`config.mk`:
```
export PLATFORM = sky130hd
export DESIGN_NAME = matrix_result_streamer
export DESIGN_NICKNAME = d
export VERILOG_FILES = /design/src/rtl/matrix_result_streamer.sv
export SDC_FILE = /design/constraint.sdc
export NUM_CORES = 1
export LEC_CHECK = 0
export CORE_MARGIN = 3
export CORE_UTILIZATION = 56
export DETAILED_ROUTE_END_ITERATION = 12
export PLACE_DENSITY = 0.91
export SYNTH_ARGS = -nofsm -noshare
export SYNTH_HDL_FRONTEND = slang
export SYNTH_SLANG_ARGS = --single-unit
```
`constraint.sdc`:
```
create_clock -name clk -period 21 [get_ports clk]
set_clock_uncertainty 0.1 [all_clocks]
set_input_delay 4.2 -clock clk [delete_from_list [all_inputs] [get_ports clk]]
set_output_delay 4.2 -clock clk [all_outputs]
set_load 0.05 [all_outputs]
```
`src/rtl/matrix_result_streamer.sv`:
```
// Captures the nine result-matrix taps on a start pulse and streams them
// row-major over valid/ready, accumulating a checksum of accepted words.
module matrix_result_streamer #(
  parameter int unsigned DATA_W = 32,
  parameter int unsigned GAP    = 0,
  parameter int unsigned CSUM_W = DATA_W + 4
) (
  input  logic              clk,
  input  logic              reset,
  input  logic              start,
  input  logic [DATA_W-1:0] d11,
  input  logic [DATA_W-1:0] d12,
  input  logic [DATA_W-1:0] d13,
  input  logic [DATA_W-1:0] d21,
  input  logic [DATA_W-1:0] d22,
  input  logic [DATA_W-1:0] d23,
  input  logic [DATA_W-1:0] d31,
  input  logic [DATA_W-1:0] d32,
  input  logic [DATA_W-1:0] d33,
  input  logic              out_ready,
  output logic              out_valid,
  output logic [DATA_W-1:0] out_data,
  output logic [3:0]        out_index,
  output logic              busy,
  output logic              done,
  output logic [CSUM_W-1:0] checksum
);

  typedef enum logic [1:0] {IDLE, SEND, GAP_WAIT, DONE} state_t;

  // GAP-1 only matters when GAP > 0; guard keeps the constant in range.
  localparam logic [3:0] GAP_RELOAD = (GAP > 0) ? 4'(GAP - 1) : 4'd0;

  state_t                   state;
  logic [8:0][DATA_W-1:0]   snap;
  logic [3:0]               gap_cnt;
  logic [3:0]               next_idx;

  assign next_idx = out_index + 4'd1;

  always_ff @(posedge clk or posedge reset) begin
    if (reset) begin
      state     <= IDLE;
      snap      <= '0;
      gap_cnt   <= '0;
      out_valid <= 1'b0;
      out_data  <= '0;
      out_index <= '0;
      busy      <= 1'b0;
      done      <= 1'b0;
      checksum  <= '0;
    end else begin
      case (state)
        IDLE, DONE: begin
          if (start) begin
            snap      <= {d33, d32, d31, d23, d22, d21, d13, d12, d11};
            checksum  <= '0;
            done      <= 1'b0;
            busy      <= 1'b1;
            out_valid <= 1'b1;
            out_data  <= d11;
            out_index <= '0;
            state     <= SEND;
          end
        end
        SEND: begin
          if (out_ready) begin
            checksum <= checksum + CSUM_W'(out_data);
            if (out_index == 4'd8) begin
              out_valid <= 1'b0;
              busy      <= 1'b0;
              done      <= 1'b1;
              state     <= DONE;
            end else if (GAP == 0) begin
              out_index <= next_idx;
              out_data  <= snap[next_idx];
            end else begin
              out_valid <= 1'b0;
              gap_cnt   <= GAP_RELOAD;
              state     <= GAP_WAIT;
            end
          end
        end
        GAP_WAIT: begin
          if (gap_cnt == '0) begin
            out_index <= next_idx;
            out_data  <= snap[next_idx];
            out_valid <= 1'b1;
            state     <= SEND;
          end else begin
            gap_cnt <= gap_cnt - 4'd1;
          end
        end
        default: state <= IDLE;
      endcase
    end
  end

endmodule

```
* Yosys cells after proc, flatten, opt, wreduce, memory -nomap -nowiden
Index checks and enable logic that the tools add are counted.
** Storage, ports and cells
- Register bits :: 369
- Input bits :: 292
- Output and inout port bits :: 75
- Word-level logic and storage cells :: 71
** Cells by class
- Add/subtract/negate cells :: 3
- Order comparisons :: 1
- Eq/ne operators :: 9
- Multiplexer cells :: 30
- Bitwise gates (word level) :: 1
- Reduce and logical (&&, ||, !) cells :: 10
** Operators by type and width (count)
- two-way mux 32 bit :: 5
- binary-select mux 32 bit (select 4 bit) :: 1
- one-hot mux 32 bit (3 select lines) :: 1
- two-way mux 36 bit :: 2
- one-hot mux 36 bit (2 select lines) :: 1
- adder 36 x 32 -> 36 bit :: 1
- two-way mux 4 bit :: 4
- one-hot mux 4 bit (3 select lines) :: 1
- AND reduction 4 bit :: 3
- inequality test 2 bit, second input constant :: 5
- two-way mux 2 bit :: 4
- two-way mux 1 bit :: 7
- one-hot mux 2 bit (3 select lines) :: 1
- less-than comparator 4 x 5 -> 1 bit, second input constant :: 1
- adder 4 x 1 -> 4 bit, second input constant :: 1
- equality test 2 bit, second input constant :: 2
- equality test 4 bit, second input constant :: 1
- zero test 4 bit :: 1
- one-hot mux 1 bit (2 select lines) :: 2
- AND reduction 2 bit :: 2
- subtractor 4 x 1 -> 4 bit, second input constant :: 1
- one-hot mux 1 bit (3 select lines) :: 1
- AND reduction 3 bit :: 1
- equality test 2 x 1 -> 1 bit, second input constant :: 1
- other kinds (4) :: 4

* Logic depth before layout (Yosys ltp)
Gate-level depths: netlist of the first run.
- Depth in word-level cells :: 6
- Mapped depth :: 13
- Depth with buffers taken out :: 10

* Worst setup path after synthesis of the first run
Ideal clock, no wire load.
- Kind :: input port to flip-flop
- From :: input port start
- To :: register snap[100] in the netlist's numbering
- Library setup time :: 0.125 ns
- Arrival :: 5.489 ns
- Required time :: 20.775 ns
- Path slack :: 15.286 ns
- Cell stages on the path :: 5
- Path buffers :: 3
- Cells stage by stage :: nand2_1 clkbuf_1 clkbuf_1 clkbuf_1 mux2_2
** On the way
- Longest elaborated chain between the ends :: 1
** RTL lines
- start: declaration :: RTL line 10 : input logic start,
- AND reduction 2 bit (no source line)
- end signal: assignment :: RTL line 56 : snap <= {d33, d32, d31, d23, d22, d21, d13, d12, d11};
- end: declaration :: RTL line 35 : logic [8:0][DATA_W-1:0] snap;
Every way passes these cells.
A chain may end at the register's enable or synchronous reset.

* Final worst setup path of the first run
- From :: input port start
- To :: register snap[238] in the netlist's numbering
Same word-level chain as after synthesis.

==> impl_metrics.toml, run 1 <==
[critical_path]
crit_chain = "clkdlybuf4s50_1 > nand2_4 > buf_4 > buf_4 > mux2_2"
max_stage_delay_ns = 0.99
crit_path_frequent_cell = "buf_4"
r2r_cells = 10
startpoint_type = "primary input"
r2r_slack_ns = 16.69
r2r-start = "out_index[0]"
critPathCaptureType = "register"
critPathArrivalTime_ns = 7.49
worstPathRequired_ns = 21.30
critical_path_class = "in2reg"
r2r_end = "out_data[22]"
worstPathMaxFanout = 92
crit_slowest_cell = "buf_4"

[global_route]
gr-usage-all-layers_pct = 29.92
grt_pass1_vias = 14160
antenna_found_initial = 15
grt_pass1_wl_mm = 78.96
grt_overflow = 0
grt_max_degree = 139

[drt]
drtIter0Drc = 963
drt-total-wl_mm = 51.53
drtPass1Iterations = 5
ant_nets = 0
vias = 13320
drc_errors = 0
wire_per_inst_microns = 23.34
drt-vias-per-instance = 6.033

[yosys]
ys_top_cells_by_area = "dfrtp_1, mux2_2, mux4_2, a21oi_1, nand2_1"
synth-edff-count = 0
ys_seq_area_share_pct = 51.32
synth.distinct_cells = 62
synth_area_leader_cell = "dfrtp_1"
postSynthAreaPerCell_sq_um = 12.49
syn_nets = 1770
syn_inst = 1440
synth_seq_cells = 369
ys_warn_count = 0
yosysMostFrequentCell = "dfrtp_1"
synth_ff_type = "dfrtp_1"
synth_top_area_share_pct = 51.32
syn-cell-area_sq_um = 17990
synthArstFlopShare_pct = 100.0
synth_common_cells = "dfrtp_1, mux2_2, a21oi_1"

[timing]
hold_violations = 0
setup_viol = 0
fmax_mhz = 139.1
worst_pin_slew_ns = 1.129
finalCritPeriodShare_pct = 34.23
finalSetupTns_ns = 0
rsz0062_at_grt = "no"
maxSlewViolCount = 0
relSlewSlack_pct = 24.75
finalCriticalPeriod_ns = 7.189

[clock_tree]
clock_sinks = 369
clk_latency_ns = 0.52
cts_htree_levels = 2
numCtsBuffers = 40
hold_buffers = 0
cts_tree = "done"
cts_resized = 0
clock_path_buffers = 3
path_clk_slew_ns = 0.06
root_buffer = "clkbuf_16"
post_cts_buffers = 0

[final_layout]
seq_area_sq_um = 9238
utilization_pct = 73.62
syn_to_final_growth_pct = 29.45
fin_cells = 2208
multi_input_area_sq_um = 8386
final_nets = 2095
drive_gt1_share_pct = 24.92
design_area_sq_um = 23290
fillCellCount = 2027

[floorplan]
die_x_microns = 185.2
start_util_pct = 56.87
core_area_sq_um = 31640
fp.dieArea_sq_um = 34310
die_h_microns = 185.2
io_pins = 367
num_rows = 65

[pwr]
p_per_area_nw_per_um2 = 171.9
vdd.ir_drop.worst_mv = 0.1090
power_mw = 4.003
leakagePower_nw = 9.933

[job]
max-cap-violations = 0

[run_status]
outcome = "completed"

[placement]
dpl_cell_area_sq_um = 21960
globalplace.congestion = 0.9221
dp_hpwl_mm = 36.35
dp_cells = 2125
port_buffers = 366

[worst_hold_path]
hold_depth = 2
hold_path.class = "reg2reg"
holdPathEnd = "done"
min_from = "done"
## worst max-delay path: cells and delay by family
family                 cells  cell delay, ns
AND/OR/NAND/NOR            1            0.40
multiplexers               1            0.45
buffers and inverters      3            2.31
## power by group
group	switching (mW)	internal (mW)	total, mW	leakage [nW]
sequential	0.251	1.06	1.31	4.48
clock	0.285	0.410	0.694	0.645
combinational	1.07	0.931	2.00	4.81
total	1.60	2.40	4.00	9.93
## cells by family (layout without fill, tap and decap cells)
group / Yosys count / after routing / synth area share [%]
flip-flops: 369 / 369 / 51.32
multiplexers: 355 / 355 / 26.21
AO/OA/AOI/OAI: 284 / 284 / 9.563
AND/OR/NAND/NOR: 250 / 250 / 6.162
buffers and inverters: 113 / 467 / 2.545
adder cells (fa/ha/maj): 38 / 38 / 2.684
XOR/XNOR: 31 / 31 / 1.509
other: 0 / 12 / 0
## per-layer routing
layer  part of all wire, %  wire (microns)  global-route usage [%]  vias up
met3                   8.0            4109                   7.345      130
met4                   4.0            2069                   11.85        6
met5                 0.068              35                       0        -
met1                    39           20340                   38.64     6711
met2                    48           24980                   49.10      569
li1                      -               -                       -     5904
## registers in the layout, summed over array words and instances, names as in the netlist
signal     cells
checksum      36
out_index      4
out_data      32
busy           1
snap         288
done           1
state          2
out_valid      1
gap_cnt        4
## final cells by class
cell class | instances | area share [%]
inverters | 16 | 0.2901
repair buffers | 380 | 16.18
well taps | 402 | 2.160
clock inverters | 11 | 0.3868
multi-input cells | 958 | 36.01
diodes | 12 | 0.1289
flip-flops and latches | 369 | 39.66
clock buffers | 60 | 5.184
## stage by stage
stage	hold WS [ns]	setup slack [ns]
floorplan	0.3633	6.454
finish	0.3957	13.81
CTS	0.3997	13.88
detailed placement	0.3878	13.38
global placement	0.3795	13.43
global route	0.4195	13.64
## layout by cell type, fill, tap and decap left out, types with 12 or more instances in the layout
master	n
inv_1	15
o21ai_1	39
nand2_1	124
dfrtp_1	368
nand4_1	12
xor2_1	13
mux4_2	64
a21oi_1	131
mux2_2	289
a22o_1	28
nor2_1	58
a21o_1	18
clkbuf_16	41
xnor2_1	15
buf_4	14
nand3_1	12
diode_2	12
ha_1	35
clkdlybuf4s50_1	366
o21ai_0	27
## worst max path at each step
stage	start	to	slack [ns]	cells after the start
floorplan	reset	busy	6.45	1
global placement	start	snap[251]	13.43	5
detailed placement	start	snap[197]	13.38	5
CTS	start	snap[238]	13.88	5
global route	start	snap[238]	13.64	5
finish	start	snap[238]	13.81	5
Power figures use the tool's default switching activity.
==> run 2: changes to the inputs <==
- CORE_UTILIZATION: 56 -> 52
- PLACE_DENSITY: 0.91 -> 0.86
- clock period: 21 -> 7.2 ns (I/O delays scaled with it)
==> impl_metrics.toml, run 2 (synthesis results as in run 1) <==
[final_layout]
utilization_pct = 69.18
final_nets = 2093
drive_gt1_share_pct = 24.85
final_common_cell = "dfrtp_1"
syn_to_final_growth_pct = 29.90
design_area_sq_um = 23370
final_cell_mix = "dfrtp_1, clkdlybuf4s50_1, mux2_2"
fin_cells = 2255
largest_reg_flops = 288
largest_register = "snap"
fillCellCount = 2356
top_regs = "snap (288), checksum (36), out_data (32)"

[critical_path]
r2r_slack_ns = 3.16
worstPathRequired_ns = 7.53
crit_chain = "inv_1 > ha_4 > buf_4 > nor4b_4 > buf_4 > a21oi_1 > nor2_1 > a21oi_1 > o21ai_0"
r2r_cells = 9
r2r_end = "out_data[14]"
critPathArrivalTime_ns = 4.37
cpLargestDelayFamily = "simple AND/OR/NAND/NOR gates"
r2r-start = "out_index[0]"
critPathCaptureType = "register"
critical_path_class = "reg2reg"
worstPathMaxFanout = 38
crit_slowest_cell = "nor4b_4"
path_buf_inv = 3
max_stage_delay_ns = 1.06
startpoint_type = "register"

[drt]
drt-vias-per-instance = 5.868
vias = 13230
drt-total-wl_mm = 52.05
drtIter0Drc = 735
wire_per_inst_microns = 23.08
drc_errors = 0
drtPass1Iterations = 5
ant_nets = 0

[placement]
dp_hpwl_mm = 36.74
dpl_cell_area_sq_um = 22040
dp_cells = 2169
globalplace.congestion = 0.9140
port_buffers = 366

[run_status]
outcome = "completed"

[global_route]
grt_pass1_vias = 13640
grt_pass1_wl_mm = 78.87
gr-usage-all-layers_pct = 27.85
antenna_found_initial = 18
grt_max_degree = 176
grt_overflow = 0

[timing]
finalCriticalPeriod_ns = 4.043
finalSetupTns_ns = 0
setup_viol = 0
fmax_mhz = 247.3
relSlewSlack_pct = 20.18
worst_pin_slew_ns = 1.195
rsz0062_at_grt = "no"
maxSlewViolCount = 0
hold_violations = 0
finalCritPeriodShare_pct = 56.15

[clock_tree]
path_clk_slew_ns = 0.06
numCtsBuffers = 40
cts_tree = "done"
hold_buffers = 0
root_buffer = "clkbuf_16"
clock_sinks = 369
clock_path_buffers = 3
cts_htree_levels = 2
cts_resized = 0
post_cts_buffers = 0
clk_latency_ns = 0.53

[floorplan]
fp.dieArea_sq_um = 36870
start_util_pct = 53.25
io_pins = 367
die_h_microns = 192.0
core_area_sq_um = 33780
die_x_microns = 192.0
num_rows = 67

[worst_hold_path]
hold_path.class = "reg2reg"
holdPathEnd = "snap[169]"
min_from = "snap[169]"
hold_depth = 1

[pwr]
vdd.ir_drop.worst_mv = 0.2975
leakagePower_nw = 9.926
p_per_area_nw_per_um2 = 496.0

[job]
max-cap-violations = 0
==> run 2: worst reg2reg max path: stages (launching register included) <==
cell     delay (ns)
dfrtp_4        0.79
inv_1          0.24
ha_4           0.48
buf_4          0.39
nor4b_4        1.07
buf_4          0.39
a21oi_1        0.10
nor2_1         0.10
a21oi_1        0.06
o21ai_0        0.23
==> run 2: power by group <==
group | leakage [nW] | internal (mW) | total (mW) | switching (mW)
Clock | 0.637 | 1.18 | 2.03 | 0.843
Sequential | 4.48 | 3.09 | 3.85 | 0.757
Combinational | 4.81 | 2.71 | 5.72 | 3.01
==> run 2: worst max path at each step <==
stage	endpoint	depth (start not counted)	slack, ns	start
after global placement	out_data[14]	9	3.23	out_index[0]
after floorplan	busy	1	0.71	reset
after detailed placement	out_data[14]	9	3.11	out_index[0]
after CTS	out_data[15]	9	3.03	out_index[0]
final	out_data[14]	9	3.16	out_index[0]
after global routing	out_data[14]	9	2.87	out_index[0]
==> run 2: per-stage QoR <==
step / power (mW) / hold slack [ns] / setup WS (ns)
5_1_grt: 12.27 / 0.4123 / 2.870
4_1_cts: 11.58 / 0.4024 / 3.032
6_report: 11.59 / 0.4020 / 3.157
2_1_floorplan: 7.790 / 0.3633 / 0.7078
3_5_place_dp: 9.483 / 0.3887 / 3.111
3_3_place_gp: 9.289 / 0.3787 / 3.229
==> run 2: area by class of cell <==
type	instances	area, sq um	area share, %
Timing Repair Buffer	378	3791	16.22
Tap cell	448	560.5	2.398
Multi-Input combinational cell	958	8386	35.88
Clock buffer	59	1192	5.102
Antenna cell	16	40.04	0.1713
Sequential cell	369	9238	39.53
Clock inverter	11	100.1	0.4283
Inverter	16	63.81	0.2730
==> run 2: routing by layer <==
layer / part of all wire [%] / GRT usage, % / up-vias
met2: 47 / 44.30 / 515
met3: 8.1 / 7.337 / 97
li1: - / - / 5915
met1: 41 / 37.18 / 6701
met4: 3.3 / 9.947 / 4
met5: 0.052 / 0 / -
